==> config.mk <==
export PLATFORM = sky130hd
export DESIGN_NAME = id_ex_reg
export DESIGN_NICKNAME = d
export VERILOG_FILES = /design/src/rtl/id_ex_reg.sv
export SDC_FILE = /design/constraint.sdc
export NUM_CORES = 1
export LEC_CHECK = 0
export CAP_MARGIN = 30
export CORE_AREA = 2 2 123 125
export CTS_BUF_LIST = sky130_fd_sc_hd__clkbuf_2
export DETAILED_ROUTE_END_ITERATION = 12
export DIE_AREA = 0 0 125 127
export PLACE_DENSITY = 0.88
export SYNTH_ARGS = -nofsm -noshare
export SYNTH_HDL_FRONTEND = slang
export SYNTH_SLANG_ARGS = --single-unit
==> constraint.sdc <==
create_clock -name clk -period 0.9 [get_ports clk]
set_input_delay 0.18 -clock clk [delete_from_list [all_inputs] [get_ports clk]]
set_output_delay 0.18 -clock clk [all_outputs]
set_load 0.05 [all_outputs]
==> src/rtl/id_ex_reg.sv <==
`default_nettype none
// ============================================================================
//  Module      : id_ex_reg
//  Description : ID->EX pipeline register with hold (stall) and bubble
//                (flush) select, plus a valid bit marking real instructions.
//  Revision    : 1.0 - initial release
// ============================================================================
module id_ex_reg #(
    parameter int DATA_W  = 32,
    parameter int SHOP_W  = 12,
    parameter int IMM24_W = 24
) (
    input  logic               clk,
    input  logic               rst,
    input  logic               freeze,
    input  logic               flush,
    input  logic               valid_in,
    input  logic [DATA_W-1:0]  pc_in,
    input  logic [DATA_W-1:0]  val_rn_in,
    input  logic [DATA_W-1:0]  val_rm_in,
    input  logic [SHOP_W-1:0]  shift_operand_in,
    input  logic               imm_in,
    input  logic [IMM24_W-1:0] imm24_in,
    input  logic [3:0]         dest_in,
    input  logic [3:0]         src1_in,
    input  logic [3:0]         src2_in,
    input  logic [3:0]         exe_cmd_in,
    input  logic               mem_r_in,
    input  logic               mem_w_in,
    input  logic               wb_en_in,
    input  logic               b_in,
    input  logic               s_in,
    input  logic [3:0]         status_in,
    output logic               valid_out,
    output logic [DATA_W-1:0]  pc_out,
    output logic [DATA_W-1:0]  val_rn_out,
    output logic [DATA_W-1:0]  val_rm_out,
    output logic [SHOP_W-1:0]  shift_operand_out,
    output logic               imm_out,
    output logic [IMM24_W-1:0] imm24_out,
    output logic [3:0]         dest_out,
    output logic [3:0]         src1_out,
    output logic [3:0]         src2_out,
    output logic [3:0]         exe_cmd_out,
    output logic               mem_r_out,
    output logic               mem_w_out,
    output logic               wb_en_out,
    output logic               b_out,
    output logic               s_out,
    output logic [3:0]         status_out
);

    localparam logic [1:0] SEL_LOAD  = 2'd0;
    localparam logic [1:0] SEL_HOLD  = 2'd1;
    localparam logic [1:0] SEL_CLEAR = 2'd2;

    logic               r_valid;
    logic [DATA_W-1:0]  r_pc;
    logic [DATA_W-1:0]  r_val_rn;
    logic [DATA_W-1:0]  r_val_rm;
    logic [SHOP_W-1:0]  r_shift_operand;
    logic               r_imm;
    logic [IMM24_W-1:0] r_imm24;
    logic [3:0]         r_dest;
    logic [3:0]         r_src1;
    logic [3:0]         r_src2;
    logic [3:0]         r_exe_cmd;
    logic               r_mem_r;
    logic               r_mem_w;
    logic               r_wb_en;
    logic               r_b;
    logic               r_s;
    logic [3:0]         r_status;

    logic [1:0]         w_sel;

    // Flush must win over freeze so a squashed instruction never lingers in a stall.
    always_comb begin
        w_sel = SEL_LOAD;
        if (flush) begin
            w_sel = SEL_CLEAR;
        end else if (freeze) begin
            w_sel = SEL_HOLD;
        end
    end

    always_ff @(posedge clk or negedge rst) begin
        if (!rst) begin
            r_valid         <= 1'b0;
            r_pc            <= '0;
            r_val_rn        <= '0;
            r_val_rm        <= '0;
            r_shift_operand <= '0;
            r_imm           <= 1'b0;
            r_imm24         <= '0;
            r_dest          <= '0;
            r_src1          <= '0;
            r_src2          <= '0;
            r_exe_cmd       <= '0;
            r_mem_r         <= 1'b0;
            r_mem_w         <= 1'b0;
            r_wb_en         <= 1'b0;
            r_b             <= 1'b0;
            r_s             <= 1'b0;
            r_status        <= '0;
        end else begin
            case (w_sel)
                SEL_CLEAR: begin
                    r_valid         <= 1'b0;
                    r_pc            <= '0;
                    r_val_rn        <= '0;
                    r_val_rm        <= '0;
                    r_shift_operand <= '0;
                    r_imm           <= 1'b0;
                    r_imm24         <= '0;
                    r_dest          <= '0;
                    r_src1          <= '0;
                    r_src2          <= '0;
                    r_exe_cmd       <= '0;
                    r_mem_r         <= 1'b0;
                    r_mem_w         <= 1'b0;
                    r_wb_en         <= 1'b0;
                    r_b             <= 1'b0;
                    r_s             <= 1'b0;
                    r_status        <= '0;
                end
                SEL_LOAD: begin
                    r_valid         <= valid_in;
                    r_pc            <= pc_in;
                    r_val_rn        <= val_rn_in;
                    r_val_rm        <= val_rm_in;
                    r_shift_operand <= shift_operand_in;
                    r_imm           <= imm_in;
                    r_imm24         <= imm24_in;
                    r_dest          <= dest_in;
                    r_src1          <= src1_in;
                    r_src2          <= src2_in;
                    r_exe_cmd       <= exe_cmd_in;
                    r_mem_r         <= mem_r_in;
                    r_mem_w         <= mem_w_in;
                    r_wb_en         <= wb_en_in;
                    r_b             <= b_in;
                    r_s             <= s_in;
                    r_status        <= status_in;
                end
                default: ; // hold: every field keeps its value
            endcase
        end
    end

    assign valid_out         = r_valid;
    assign pc_out            = r_pc;
    assign val_rn_out        = r_val_rn;
    assign val_rm_out        = r_val_rm;
    assign shift_operand_out = r_shift_operand;
    assign imm_out           = r_imm;
    assign imm24_out         = r_imm24;
    assign dest_out          = r_dest;
    assign src1_out          = r_src1;
    assign src2_out          = r_src2;
    assign exe_cmd_out       = r_exe_cmd;
    assign mem_r_out         = r_mem_r;
    assign mem_w_out         = r_mem_w;
    assign wb_en_out         = r_wb_en;
    assign b_out             = r_b;
    assign s_out             = r_s;
    assign status_out        = r_status;

endmodule
`default_nettype wire

==> impl_metrics.prom, run 1 <==
# TYPE chip_impl_metric gauge
chip_impl_info{name="run_status",value="stopped before the end"} 1
chip_impl_info{name="failed_stage",value="global routing (5_1_grt)"} 1
chip_impl_info{name="firstError",value="[ERROR GRT-0232] Routing congestion too high. Check the congestion heatmap in the GUI."} 1
chip_impl_metric{name="gr-total-overflow",unit=""} 20
chip_impl_metric{name="seq_area_frac_synth",unit=""} 0.616
chip_impl_info{name="crit_endpoint",value="val_rm_out[24]"} 1
chip_impl_metric{name="groute.usage.overall",unit=""} 0.654
chip_impl_metric{name="buffers_from_clock_root_to_sink_at_most",unit=""} 2
chip_impl_metric{name="port_buffers",unit=""} 321
chip_impl_metric{name="syn_nets",unit=""} 676
chip_impl_metric{name="place_inst",unit=""} 1004
chip_impl_metric{name="post-dp-hpwl",unit="µm"} 16600
chip_impl_metric{name="synth.avg_cell_area",unit="µm²"} 12.6
chip_impl_metric{name="yosys.area_share.xor_xnor",unit=""} 0
chip_impl_info{name="worst_endpoint_pin_kind",value="primary output"} 1
chip_impl_metric{name="die_x",unit="µm"} 125
chip_impl_info{name="clockRootBuffer",value="clkbuf_2"} 1
chip_impl_metric{name="clock_sink_count",unit=""} 159
chip_impl_metric{name="yosysUniqueCellTypes",unit=""} 9
chip_impl_metric{name="syn_area",unit="µm²"} 6460
chip_impl_metric{name="synthesized_area_fraction_occupied_by_and_or_nand_nor_cells",unit=""} 0.0923
chip_impl_metric{name="synth-compound-area-share",unit=""} 0
chip_impl_info{name="main_combinational_cell_family_by_area_after_synthesis",value="multiplexers"} 1
chip_impl_metric{name="num_rows",unit=""} 44
chip_impl_metric{name="grt_start_max_net_pins",unit=""} 48
chip_impl_metric{name="synth_fa_ha_area_frac",unit=""} 0
chip_impl_metric{name="cts_inserted_buffers",unit=""} 17
chip_impl_metric{name="yosysWarningCount",unit=""} 0
chip_impl_metric{name="pin_count",unit=""} 322
chip_impl_metric{name="place_area",unit="µm²"} 11600
chip_impl_metric{name="final_wtd_congestion",unit=""} 0.815
chip_impl_metric{name="die_h",unit="µm"} 127
chip_impl_metric{name="synthMuxAreaShare",unit=""} 0.246
chip_impl_metric{name="synth-seq-cells",unit=""} 159
chip_impl_metric{name="initial_antenna_violation_count",unit=""} 3
chip_impl_metric{name="cts.htree.levels",unit=""} 4
chip_impl_metric{name="postSynthCellCount",unit=""} 513
chip_impl_metric{name="initial_utilization",unit=""} 0.448
-- per-stage QoR --
stage | util | setup slack, ns
after CTS | 0.914 | -0.822
after detailed placement | 0.803 | -0.245
after global placement | 0.803 | -0.156
after floorplan | - | -0.0122
-- cells in the mapped netlist (all sizes together) --
master	count	area [µm²]
clkbuf	12	45.0
mux2i	159	1590
buf	24	251
dfrtp	159	3980
nor2	159	597
-- layer usage --
layer,overflow,track usage
met1,0,0.608
met2,11,0.920
met3,0,0.375
met4,9,0.784
met5,0,0.0248
-- logic make-up after synthesis --
kind of cell | after synthesis
multiplexers | 159
buffers and inverters | 36
flip-flops | 159
AND/OR/NAND/NOR | 159
-- repair_timing --
action,CTS
endpoints found under the hold margin,317
cloned,0
setup endpoints to repair,160
gates resized for setup,7
buffers inserted,34
hold buffers,101
==> run 2, diff against run 1 <==
==> config.mk (replaced) <==
export PLATFORM = sky130hd
export DESIGN_NAME = id_ex_reg
export DESIGN_NICKNAME = d
export VERILOG_FILES = /design/src/rtl/id_ex_reg.sv
export SDC_FILE = /design/constraint.sdc
export NUM_CORES = 1
export LEC_CHECK = 0
export CAP_MARGIN = 30
export CORE_UTILIZATION = 30
export DETAILED_ROUTE_END_ITERATION = 12
export PLACE_DENSITY_LB_ADDON = 0.15
export SYNTH_ARGS = -nofsm -noshare
export SYNTH_HDL_FRONTEND = slang
export SYNTH_SLANG_ARGS = --single-unit
==> impl_metrics.prom, run 2 <==
# TYPE chip_impl_metric gauge
chip_impl_metric{name="worst_slew_pin_slew",unit="ns"} 0.291
chip_impl_metric{name="grt_first_pass_wirelength",unit="µm"} 30600
chip_impl_metric{name="postLayoutCoreUtil",unit=""} 0.591
chip_impl_metric{name="avgRoutedWirePerCell",unit="µm"} 17.3
chip_impl_info{name="family_with_the_most_delay_on_the_worst_path",value="flip-flops"} 1
chip_impl_info{name="yosys-top-cells-area",value="dfrtp_1 62%, mux2i_1 25%, nor2_1 9.2%, buf_8 2.6%, clkbuf_1 0.70%"} 1
chip_impl_info{name="cts_tree",value="yes"} 1
chip_impl_metric{name="setup_viol",unit=""} 159
chip_impl_metric{name="final.fill_count",unit=""} 1708
chip_impl_metric{name="total_inserted_antenna_cells",unit=""} 0
chip_impl_metric{name="p_leak",unit="nW"} 5.80
chip_impl_info{name="run_status",value="finished, violations left"} 1
chip_impl_info{name="timing.setup.critical_path_class",value="flop to output pin"} 1
chip_impl_metric{name="yosysWarningCount",unit=""} 0
chip_impl_metric{name="final_min_period_over_clock_period",unit=""} 1.32
chip_impl_metric{name="grt_start_max_net_pins",unit=""} 60
chip_impl_metric{name="final_wtd_congestion",unit=""} 0.786
chip_impl_metric{name="ir_drop",unit="V"} 0.00126
chip_impl_metric{name="worst_skew_pair.late_latency",unit="ns"} 0.42
chip_impl_metric{name="die-area",unit="µm²"} 22100
chip_impl_metric{name="area_delta_synth_final",unit="%"} 92.8
chip_impl_metric{name="setup_slack",unit="ns"} -0.290
chip_impl_info{name="yosys.area.top_type",value="dfrtp_1"} 1
chip_impl_metric{name="via_count",unit=""} 5112
chip_impl_info{name="failing_checks",value="negative setup slack"} 1
chip_impl_metric{name="cp_data_required_time",unit="ns"} 0.72
chip_impl_metric{name="syn_nets",unit=""} 676
chip_impl_metric{name="seq_area_frac_synth",unit=""} 0.616
chip_impl_metric{name="num_rows",unit=""} 53
chip_impl_info{name="top_library_cells_by_usage_in_the_layout_fill_and_taps_aside",value="172 x buf_12, 159 x nor2_1, 159 x clkdlybuf4s50_1"} 1
chip_impl_metric{name="die_h",unit="µm"} 149
chip_impl_metric{name="core-area",unit="µm²"} 21100
chip_impl_info{name="most_frequent_standard_cell_in_the_layout_excluding_fill_and_tap_cells",value="buf_12"} 1
chip_impl_metric{name="path_buf_inv",unit=""} 1
chip_impl_info{name="clockRootBuffer",value="clkbuf_16"} 1
chip_impl_metric{name="gr-total-overflow",unit=""} 0
chip_impl_metric{name="fmax",unit="GHz"} 0.840
chip_impl_info{name="netlist_top_cells_count",value="159 x dfrtp_1, 159 x mux2i_1, 159 x nor2_1"} 1
chip_impl_metric{name="pwrdens",unit="nW/µm²"} 1640
chip_impl_metric{name="route.detailed.drc",unit=""} 0
chip_impl_metric{name="combPwrFrac",unit=""} 0.256
chip_impl_metric{name="multi_input_comb_area",unit="µm²"} 2190
chip_impl_metric{name="synth_largest_type_area_fraction",unit=""} 0.616
chip_impl_metric{name="buffers_from_clock_root_to_sink_at_most",unit=""} 2
chip_impl_metric{name="worst_path_max_fanout",unit=""} 2
chip_impl_info{name="cp-start-kind",value="flop"} 1
chip_impl_metric{name="post-dp-hpwl",unit="µm"} 15200
chip_impl_metric{name="pin_count",unit=""} 322
chip_impl_metric{name="switching_power",unit="mW"} 5.89
chip_impl_info{name="grt_setup_unrepaired",value="true"} 1
chip_impl_info{name="dominantRegCellSynth",value="dfrtp_1"} 1
chip_impl_metric{name="clock-skew-final",unit="ns"} 0
chip_impl_metric{name="ant_nets",unit=""} 0
chip_impl_metric{name="cts.htree.levels",unit=""} 4
chip_impl_metric{name="grt_pass1_vias",unit=""} 5556
chip_impl_metric{name="initialDrtViolationCount",unit=""} 146
chip_impl_metric{name="die_x",unit="µm"} 149
chip_impl_metric{name="drt_pre_antenna_iters",unit=""} 4
chip_impl_metric{name="power_frac_clock",unit=""} 0.351
chip_impl_metric{name="cellInternalPower",unit="mW"} 14.6
chip_impl_metric{name="place_inst",unit=""} 1092
chip_impl_metric{name="slew_headroom",unit=""} 0.806
chip_impl_metric{name="yosysUniqueCellTypes",unit=""} 9
chip_impl_metric{name="syn_area",unit="µm²"} 6460
chip_impl_metric{name="final-seq-area",unit="µm²"} 4050
chip_impl_metric{name="synth.avg_cell_area",unit="µm²"} 12.6
chip_impl_metric{name="initial_utilization",unit=""} 0.307
chip_impl_metric{name="cts_inserted_buffers",unit=""} 17
chip_impl_metric{name="initial_antenna_violation_count",unit=""} 0
chip_impl_metric{name="report.final.hold_viol_count",unit=""} 0
chip_impl_metric{name="finalNonFillerCells",unit=""} 1144
chip_impl_metric{name="worst-endpoint-arrival",unit="ns"} 1.01
chip_impl_metric{name="final_nets",unit=""} 1019
chip_impl_metric{name="clock_sink_count",unit=""} 159
chip_impl_metric{name="post_cts_clock_slew_at_the_launch_and_capture_registers_of_the_worst_setup_and_hold_paths",unit="ns"} 0.06
chip_impl_metric{name="final-max-slew-violation-count",unit=""} 0
chip_impl_info{name="crit_end_category",value="output pin"} 1
chip_impl_metric{name="synthArstFlopShare",unit=""} 1.00
chip_impl_metric{name="maxCapViolCount",unit=""} 0
chip_impl_metric{name="worst-r2r-setup-slack",unit="ns"} 0.01
chip_impl_metric{name="design_power_total",unit="mW"} 20.5
chip_impl_metric{name="post-route-min-period",unit="ns"} 1.19
chip_impl_metric{name="groute.usage.overall",unit=""} 0.183
chip_impl_info{name="crit_path_top_delay_cell",value="dfrtp_2"} 1
chip_impl_info{name="timing.hold.worst.class",value="input port to asynchronous set/reset pin"} 1
chip_impl_metric{name="postSynthCellCount",unit=""} 513
chip_impl_metric{name="synth-seq-cells",unit=""} 159
chip_impl_metric{name="critical-path-max-stage-delay",unit="ns"} 0.44
chip_impl_metric{name="final.setup.tns",unit="ns"} -43.24
chip_impl_metric{name="port_buffers",unit=""} 321
chip_impl_metric{name="power.sequential.fraction",unit=""} 0.393
chip_impl_metric{name="drive_gt1_frac",unit=""} 0.334
chip_impl_metric{name="synth_edf_count",unit=""} 0
chip_impl_metric{name="placement.setup.worst_slack",unit="ns"} -0.203
chip_impl_metric{name="drt_wl_total",unit="µm"} 19800
chip_impl_metric{name="avgViaCountPerCell",unit=""} 4.47
chip_impl_metric{name="p_sw_frac",unit=""} 0.288
chip_impl_info{name="path_cells",value="buf_12"} 1
run 2: cell counts after synthesis:
Identical to the previous run, type by type.
run 2: stage by stage:
step | instance area, µm² | hold WS, ns
detailed placement | 11700 | 0.0205
floorplan | 6570 | -0.116
global placement | 11700 | 0.0128
global route | 12500 | 0.130
CTS | 12400 | 0.138
finish | 12500 | 0.145
run 2: timing repair:
item                                    in CTS  in global routing
setup buffers                               15                  4
endpoints found under the setup margin     159                167
resized for setup                            1                  5
hold endpoints to repair                   159                  0
hold buffers                                 1                  0
pin swaps                                    0                  4
run 2: power groups by stage:
stage	clock network (mW)	registers, mW	logic [mW]
final	7.19	8.04	5.25
after global routing	7.70	8.08	5.50
after CTS	7.41	8.04	5.29
after detailed placement	0	8.17	5.22
after global placement	0	8.15	5.15
after floorplan	0	9.35	0.946
run 2: kinds of logic (layout without fill, tap and decap cells):
| family | count (synthesis) | after routing | synth area share |
|---|---|---|---|
| DFF | 159 | 159 | 0.616 |
| buffers and inverters | 36 | 392 | 0.0459 |
| muxes | 159 | 159 | 0.246 |
| and+or+nand+nor | 159 | 159 | 0.0923 |
run 2: final timing paths:
kind                                    start       endpoint  cells past startpoint
worst max-delay path               pc_out[20]     pc_out[20]                      1
worst min-delay path                      rst  imm24_out[16]                      2
worst max register to register  val_rn_out[0]  val_rn_out[0]                      3
worst min register to register      pc_out[0]      pc_out[0]                      2
max in group asynchronous                 rst  status_out[0]                      3
min in group clk                        flush  imm24_out[23]                      3
run 2: worst register-to-register path: stages, from the launching register on:
cell,delay [ns]
dfrtp_1,0.42
buf_6,0.13
mux2i_2,0.17
nor2_1,0.06
run 2: area by class of cell:
class | instances | share of cell area
clock inverters | 11 | 0.0101
clock buffers | 21 | 0.0370
repair buffers | 360 | 0.424
multi-input cells | 318 | 0.176
well taps | 275 | 0.0276
flip-flops and latches | 159 | 0.325
run 2: per-layer routing:
| metal | track usage | share of wire |
|---|---|---|
| met4 | 0.0607 | 0.021 |
| met1 | 0.202 | 0.37 |
| met3 | 0.0823 | 0.097 |
| met5 | 0 | 0 |
| met2 | 0.312 | 0.51 |
Power figures use the tool's default switching activity.
==> run 3, diff against run 2 <==
--- a/config.mk
+++ b/config.mk
@@ -6,6 +6,7 @@
 export NUM_CORES = 1
 export LEC_CHECK = 0
 export CAP_MARGIN = 30
+export CORE_MARGIN = 2
 export CORE_UTILIZATION = 30
 export DETAILED_ROUTE_END_ITERATION = 12
 export PLACE_DENSITY_LB_ADDON = 0.15
==> impl_metrics.prom, run 3 (synthesis gave the netlist of run 2 again) <==
# TYPE chip_impl_metric gauge
chip_impl_info{name="run_status",value="finished, violations left"} 1
chip_impl_info{name="failing_checks",value="negative setup slack"} 1
chip_impl_metric{name="gr-total-overflow",unit=""} 0
chip_impl_metric{name="worst-endpoint-arrival",unit="ns"} 1.02
chip_impl_metric{name="initialDrtViolationCount",unit=""} 178
chip_impl_metric{name="final_nets",unit=""} 1032
chip_impl_metric{name="setup_slack",unit="ns"} -0.299
chip_impl_metric{name="postLayoutCoreUtil",unit=""} 0.594
chip_impl_info{name="crit_end_category",value="output pin"} 1
chip_impl_metric{name="place_area",unit="µm²"} 11700
chip_impl_info{name="worstReg2RegStart",value="val_rm_out[29]"} 1
chip_impl_metric{name="total_inserted_antenna_cells",unit=""} 0
chip_impl_metric{name="groute.usage.overall",unit=""} 0.181
chip_impl_metric{name="pwrdens",unit="nW/µm²"} 1640
chip_impl_metric{name="post-dp-hpwl",unit="µm"} 15500
chip_impl_metric{name="buffers_from_clock_root_to_sink_at_most",unit=""} 2
chip_impl_metric{name="clock-skew-final",unit="ns"} 0
chip_impl_metric{name="drt_wl_total",unit="µm"} 20500
chip_impl_metric{name="ir_drop",unit="V"} 0.00124
chip_impl_metric{name="power.sequential.fraction",unit=""} 0.391
chip_impl_metric{name="grt_first_pass_wirelength",unit="µm"} 30900
chip_impl_info{name="worstSetupEndpoint",value="val_rm_out[16]"} 1
chip_impl_metric{name="final.fill_count",unit=""} 1649
chip_impl_metric{name="critical-path-max-stage-delay",unit="ns"} 0.43
chip_impl_metric{name="place_inst",unit=""} 1093
chip_impl_info{name="clockRootBuffer",value="clkbuf_16"} 1
chip_impl_metric{name="post_cts_clock_slew_at_the_launch_and_capture_registers_of_the_worst_setup_and_hold_paths",unit="ns"} 0.06
chip_impl_metric{name="worst_path_max_fanout",unit=""} 2
chip_impl_info{name="r2r_end",value="val_rm_out[29]"} 1
chip_impl_metric{name="report.final.hold_viol_count",unit=""} 0
chip_impl_metric{name="cp_data_required_time",unit="ns"} 0.72
chip_impl_metric{name="initial_antenna_violation_count",unit=""} 0
chip_impl_metric{name="final-max-slew-violation-count",unit=""} 0
chip_impl_metric{name="power_frac_clock",unit=""} 0.352
chip_impl_metric{name="cts.htree.levels",unit=""} 4
chip_impl_metric{name="layout.cell_area.non_filler",unit="µm²"} 12500
chip_impl_info{name="grt_setup_unrepaired",value="true"} 1
chip_impl_metric{name="pin_count",unit=""} 322
chip_impl_metric{name="setup_viol",unit=""} 161
chip_impl_info{name="cts_tree",value="yes"} 1
chip_impl_info{name="grt-busiest-layer",value="met2"} 1
chip_impl_metric{name="drt_pre_antenna_iters",unit=""} 4
chip_impl_metric{name="initial_utilization",unit=""} 0.307
chip_impl_metric{name="post-route-min-period",unit="ns"} 1.20
chip_impl_metric{name="avgViaCountPerCell",unit=""} 4.48
chip_impl_metric{name="ant_nets",unit=""} 0
chip_impl_metric{name="path_buf_inv",unit=""} 1
chip_impl_info{name="top_library_cells_by_usage_in_the_layout_fill_and_taps_aside",value="169 x buf_12, 159 x nor2_1, 159 x clkdlybuf4s50_1"} 1
chip_impl_metric{name="cellInternalPower",unit="mW"} 14.6
chip_impl_metric{name="route.detailed.drc",unit=""} 0
chip_impl_metric{name="p_sw_frac",unit=""} 0.290
chip_impl_metric{name="grt_start_max_net_pins",unit=""} 50
chip_impl_metric{name="fmax",unit="GHz"} 0.834
chip_impl_metric{name="grt_use_met3",unit=""} 0.0639
chip_impl_metric{name="p_leak",unit="nW"} 5.84
chip_impl_metric{name="die_h",unit="µm"} 151
chip_impl_info{name="crit_path_top_delay_cell",value="dfrtp_1"} 1
chip_impl_metric{name="num_rows",unit=""} 53
chip_impl_metric{name="maxCapViolCount",unit=""} 0
chip_impl_metric{name="worst_slew_pin_slew",unit="ns"} 0.259
chip_impl_info{name="timing.hold.worst.class",value="input port to flop"} 1
chip_impl_metric{name="die_x",unit="µm"} 151
chip_impl_info{name="timing.critical_path.from",value="val_rm_out[16]"} 1
chip_impl_metric{name="die-area",unit="µm²"} 22700
chip_impl_metric{name="final_min_period_over_clock_period",unit=""} 1.33
chip_impl_metric{name="path_depth",unit=""} 1
chip_impl_metric{name="slew_headroom",unit=""} 0.827
chip_impl_metric{name="worst-r2r-setup-slack",unit="ns"} -0.08
chip_impl_metric{name="grt_pass1_vias",unit=""} 5479
chip_impl_metric{name="core-area",unit="µm²"} 21100
chip_impl_metric{name="switching_power",unit="mW"} 5.97
chip_impl_metric{name="via_count",unit=""} 5179
chip_impl_metric{name="finalNonFillerCells",unit=""} 1156
chip_impl_info{name="path_cells",value="buf_12"} 1
chip_impl_info{name="most_frequent_standard_cell_in_the_layout_excluding_fill_and_tap_cells",value="buf_12"} 1
chip_impl_metric{name="drive_gt1_frac",unit=""} 0.344
chip_impl_info{name="family_with_the_most_delay_on_the_worst_path",value="flip-flops"} 1
chip_impl_metric{name="cts_inserted_buffers",unit=""} 17
chip_impl_metric{name="clock_sink_count",unit=""} 159
chip_impl_metric{name="area_delta_synth_final",unit="%"} 93.9
chip_impl_metric{name="final_wtd_congestion",unit=""} 0.747
chip_impl_info{name="timing.setup.critical_path_class",value="flop to output pin"} 1
chip_impl_metric{name="met1_usage_in_global_routing",unit=""} 0.204
chip_impl_metric{name="combPwrFrac",unit=""} 0.258
chip_impl_metric{name="timing.hold.ws",unit="ns"} 0.0482
chip_impl_metric{name="port_buffers",unit=""} 321
chip_impl_metric{name="worst_r2r_path_depth",unit=""} 4
chip_impl_metric{name="final.setup.tns",unit="ns"} -43.49
chip_impl_metric{name="global_route.usage.met2",unit=""} 0.319
chip_impl_metric{name="worst_skew_pair.late_latency",unit="ns"} 0.42
chip_impl_metric{name="avgRoutedWirePerCell",unit="µm"} 17.7
chip_impl_info{name="cp-start-kind",value="flop"} 1
## run 3: changes by cell type in the layout (fill, tap and decap cells not counted), sizes merged
cell | before | now
buf | 199 | 212
clkbuf | 22 | 21
clkinv | 4 | 1
clkinvlp | 1 | 5
inv | 4 | 3
## run 3: how the worst min path moves through the flow
stage / startpoint / to / depth (start not counted)
after detailed placement: rst / pc_out[22] / 1
after global routing: flush / exe_cmd_out[2] / 2
after global placement: rst / pc_out[19] / 1
after floorplan: rst / b_out / 0
after CTS: flush / mem_w_out / 2
final: flush / exe_cmd_out[2] / 2
## run 3: power groups by stage
stage / registers, mW / clock network, mW / logic, mW
2_1_floorplan: 9.35 / 0 / 0.946
3_5_place_dp: 8.17 / 0 / 5.21
4_1_cts: 8.03 / 7.47 / 5.30
3_3_place_gp: 8.14 / 0 / 5.15
6_report: 8.03 / 7.23 / 5.30
5_1_grt: 8.08 / 7.80 / 5.55
## run 3: area by class of cell
type	instances	area, µm²	area share
multi-input combinational	318	2190	0.175
clock buffer	20	457	0.0364
timing repair buffer	373	5360	0.427
clock inverter	11	133	0.0106
tap	275	344	0.0275
sequential	159	4050	0.323
## run 3: metrics by stage
step           power [mW]  worst slack [ns]
3_5_place_dp         13.4            -0.199
2_1_floorplan        10.3           -0.0122
5_1_grt              21.4            -0.338
3_3_place_gp         13.3            -0.149
6_report             20.6            -0.299
4_1_cts              20.8            -0.315
## run 3: repair_timing
action	4_1_cts	5_1_grt
endpoints found under the hold margin	159	0
resized for setup	0	9
hold buffers	1	0
pin swaps	0	5
setup buffers	18	15
endpoints found under the setup margin	159	170
## run 3: per-layer routing
| layer | wire length, µm | vias to the layer above | share of wire |
|---|---|---|---|
| met4 | 378 | 0 | 0.018 |
| li1 | - | 2408 | - |
| met3 | 1550 | 23 | 0.075 |
| met5 | 0 | - | 0 |
| met2 | 11000 | 194 | 0.54 |
| met1 | 7580 | 2554 | 0.37 |
==> run 4, diff against run 3 <==
--- a/config.mk
+++ b/config.mk
@@ -9,7 +9,7 @@
 export CORE_MARGIN = 2
 export CORE_UTILIZATION = 30
 export DETAILED_ROUTE_END_ITERATION = 12
-export PLACE_DENSITY_LB_ADDON = 0.15
+export PLACE_DENSITY = 0.63
 export SYNTH_ARGS = -nofsm -noshare
 export SYNTH_HDL_FRONTEND = slang
 export SYNTH_SLANG_ARGS = --single-unit
==> impl_metrics.prom, run 4 (synthesis gave the netlist of run 2 again) <==
# TYPE chip_impl_metric gauge
chip_impl_metric{name="clock-skew-final",unit="ns"} 0
chip_impl_metric{name="initial_antenna_violation_count",unit=""} 0
chip_impl_metric{name="post-route-min-period",unit="ns"} 1.19
chip_impl_metric{name="final.fill_count",unit=""} 1701
chip_impl_metric{name="area_delta_synth_final",unit="%"} 95.2
chip_impl_metric{name="ir_drop",unit="V"} 0.00121
chip_impl_metric{name="port_buffers",unit=""} 321
chip_impl_metric{name="worst_path_max_fanout",unit=""} 2
chip_impl_metric{name="die_h",unit="µm"} 151
chip_impl_metric{name="grt_pass1_vias",unit=""} 5423
chip_impl_metric{name="drt_pre_antenna_iters",unit=""} 4
chip_impl_metric{name="worst_skew_pair.late_latency",unit="ns"} 0.42
chip_impl_metric{name="post_cts_clock_slew_at_the_launch_and_capture_registers_of_the_worst_setup_and_hold_paths",unit="ns"} 0.07
chip_impl_info{name="crit_end_category",value="output pin"} 1
chip_impl_metric{name="maxCapViolCount",unit=""} 0
chip_impl_metric{name="path_buf_inv",unit=""} 1
chip_impl_info{name="cts_tree",value="yes"} 1
chip_impl_metric{name="gr-total-overflow",unit=""} 0
chip_impl_metric{name="slew_headroom",unit=""} 0.802
chip_impl_metric{name="worst-r2r-setup-slack",unit="ns"} -0.07
chip_impl_metric{name="final-seq-area",unit="µm²"} 4050
chip_impl_metric{name="die_x",unit="µm"} 151
chip_impl_metric{name="pwrdens",unit="nW/µm²"} 1630
chip_impl_metric{name="final_nets",unit=""} 1042
chip_impl_info{name="crit_path_top_delay_cell",value="dfrtp_2"} 1
chip_impl_metric{name="final_min_period_over_clock_period",unit=""} 1.33
chip_impl_metric{name="drive_gt1_frac",unit=""} 0.353
chip_impl_metric{name="cts.htree.levels",unit=""} 4
chip_impl_metric{name="multi_input_comb_area",unit="µm²"} 2190
chip_impl_metric{name="fmax",unit="GHz"} 0.838
chip_impl_info{name="clockRootBuffer",value="clkbuf_16"} 1
chip_impl_metric{name="drt_wl_total",unit="µm"} 19500
chip_impl_metric{name="cp_data_required_time",unit="ns"} 0.72
chip_impl_metric{name="setup_slack",unit="ns"} -0.293
chip_impl_metric{name="design_power_total",unit="mW"} 20.6
chip_impl_metric{name="final.setup.tns",unit="ns"} -44.00
chip_impl_metric{name="layout.cell_area.non_filler",unit="µm²"} 12600
chip_impl_metric{name="ant_nets",unit=""} 0
chip_impl_info{name="cp-start-kind",value="flop"} 1
chip_impl_metric{name="grt_start_max_net_pins",unit=""} 64
chip_impl_metric{name="avgRoutedWirePerCell",unit="µm"} 16.7
chip_impl_info{name="grt_setup_unrepaired",value="true"} 1
chip_impl_info{name="path_cells",value="buf_12"} 1
chip_impl_metric{name="clock_sink_count",unit=""} 159
chip_impl_metric{name="avgViaCountPerCell",unit=""} 4.40
chip_impl_metric{name="cts_inserted_buffers",unit=""} 17
chip_impl_metric{name="place_area",unit="µm²"} 11800
chip_impl_info{name="top_library_cells_by_usage_in_the_layout_fill_and_taps_aside",value="172 x buf_12, 159 x nor2_1, 159 x clkdlybuf4s50_1"} 1
chip_impl_info{name="run_status",value="finished, violations left"} 1
chip_impl_info{name="most_frequent_standard_cell_in_the_layout_excluding_fill_and_tap_cells",value="buf_12"} 1
chip_impl_info{name="timing.hold.worst.class",value="input port to asynchronous set/reset pin"} 1
chip_impl_info{name="failing_checks",value="negative setup slack"} 1
chip_impl_metric{name="critical-path-max-stage-delay",unit="ns"} 0.43
chip_impl_metric{name="initialDrtViolationCount",unit=""} 85
chip_impl_metric{name="worst_slew_pin_slew",unit="ns"} 0.297
chip_impl_metric{name="buffers_from_clock_root_to_sink_at_most",unit=""} 2
chip_impl_metric{name="final-max-slew-violation-count",unit=""} 0
chip_impl_metric{name="report.final.hold_viol_count",unit=""} 0
chip_impl_metric{name="total_inserted_antenna_cells",unit=""} 0
chip_impl_metric{name="groute.usage.overall",unit=""} 0.171
chip_impl_metric{name="worst-endpoint-arrival",unit="ns"} 1.01
chip_impl_metric{name="initial_utilization",unit=""} 0.307
chip_impl_metric{name="setup_viol",unit=""} 163
chip_impl_metric{name="grt_first_pass_wirelength",unit="µm"} 29800
chip_impl_info{name="timing.setup.critical_path_class",value="flop to output pin"} 1
chip_impl_metric{name="final_wtd_congestion",unit=""} 0.773
chip_impl_metric{name="pin_count",unit=""} 322
chip_impl_metric{name="num_rows",unit=""} 53
chip_impl_metric{name="post-dp-hpwl",unit="µm"} 14600
chip_impl_metric{name="timing.hold.ws",unit="ns"} 0.144
chip_impl_metric{name="die-area",unit="µm²"} 22700
chip_impl_metric{name="core-area",unit="µm²"} 21100
chip_impl_metric{name="p_leak",unit="nW"} 5.92
chip_impl_metric{name="via_count",unit=""} 5138
chip_impl_info{name="family_with_the_most_delay_on_the_worst_path",value="flip-flops"} 1
chip_impl_metric{name="route.detailed.drc",unit=""} 0
## run 4: power by group
| part | internal, mW | leakage (nW) | switching [mW] | total, mW |
|---|---|---|---|---|
| registers | 7.57 | 2.02 | 0.437 | 8.01 |
| logic | 2.80 | 3.60 | 2.52 | 5.32 |
| clock network | 4.00 | 0.288 | 3.29 | 7.29 |
| total | 14.4 | 5.92 | 6.25 | 20.6 |
## run 4: repair_timing
| action | CTS | global route |
|---|---|---|
| buffers inserted | 16 | 15 |
| resized for setup | 0 | 3 |
| pin swaps | 0 | 2 |
| hold endpoints to repair | 159 | 0 |
| hold buffers | 1 | 0 |
| endpoints found under the setup margin | 159 | 163 |
## run 4: final timing paths
path | cells past startpoint | start | to
max in group asynchronous | 3 | rst | pc_out[25]
min | 2 | rst | pc_out[6]
max reg2reg | 4 | val_rn_out[22] | val_rn_out[22]
max | 1 | pc_out[3] | pc_out[3]
min in group clk | 3 | flush | val_rn_out[31]
min reg2reg | 2 | pc_out[13] | pc_out[13]
## run 4: layout make-up
cell class | instances | share of cell area
Clock buffer | 18 | 0.0348
Clock inverter | 14 | 0.0116
Multi-Input combinational cell | 318 | 0.174
Sequential cell | 159 | 0.321
Tap cell | 275 | 0.0273
Timing Repair Buffer | 383 | 0.431
## run 4: routing by layer
layer | up-vias | wire [µm] | global-route usage
li1 | 2420 | - | -
met1 | 2519 | 7670 | 0.195
met2 | 181 | 9890 | 0.295
met3 | 18 | 1690 | 0.0657
met4 | 0 | 257 | 0.0593
met5 | - | 0 | 0
## run 4: metrics by stage
step | utilization | cells | worst slack [ns]
finish | 0.598 | 1167 | -0.293
floorplan | - | 513 | -0.0122
global route | 0.598 | 1167 | -0.339
CTS | 0.593 | 1153 | -0.323
global placement | 0.559 | 1104 | -0.172
detailed placement | 0.559 | 1104 | -0.211
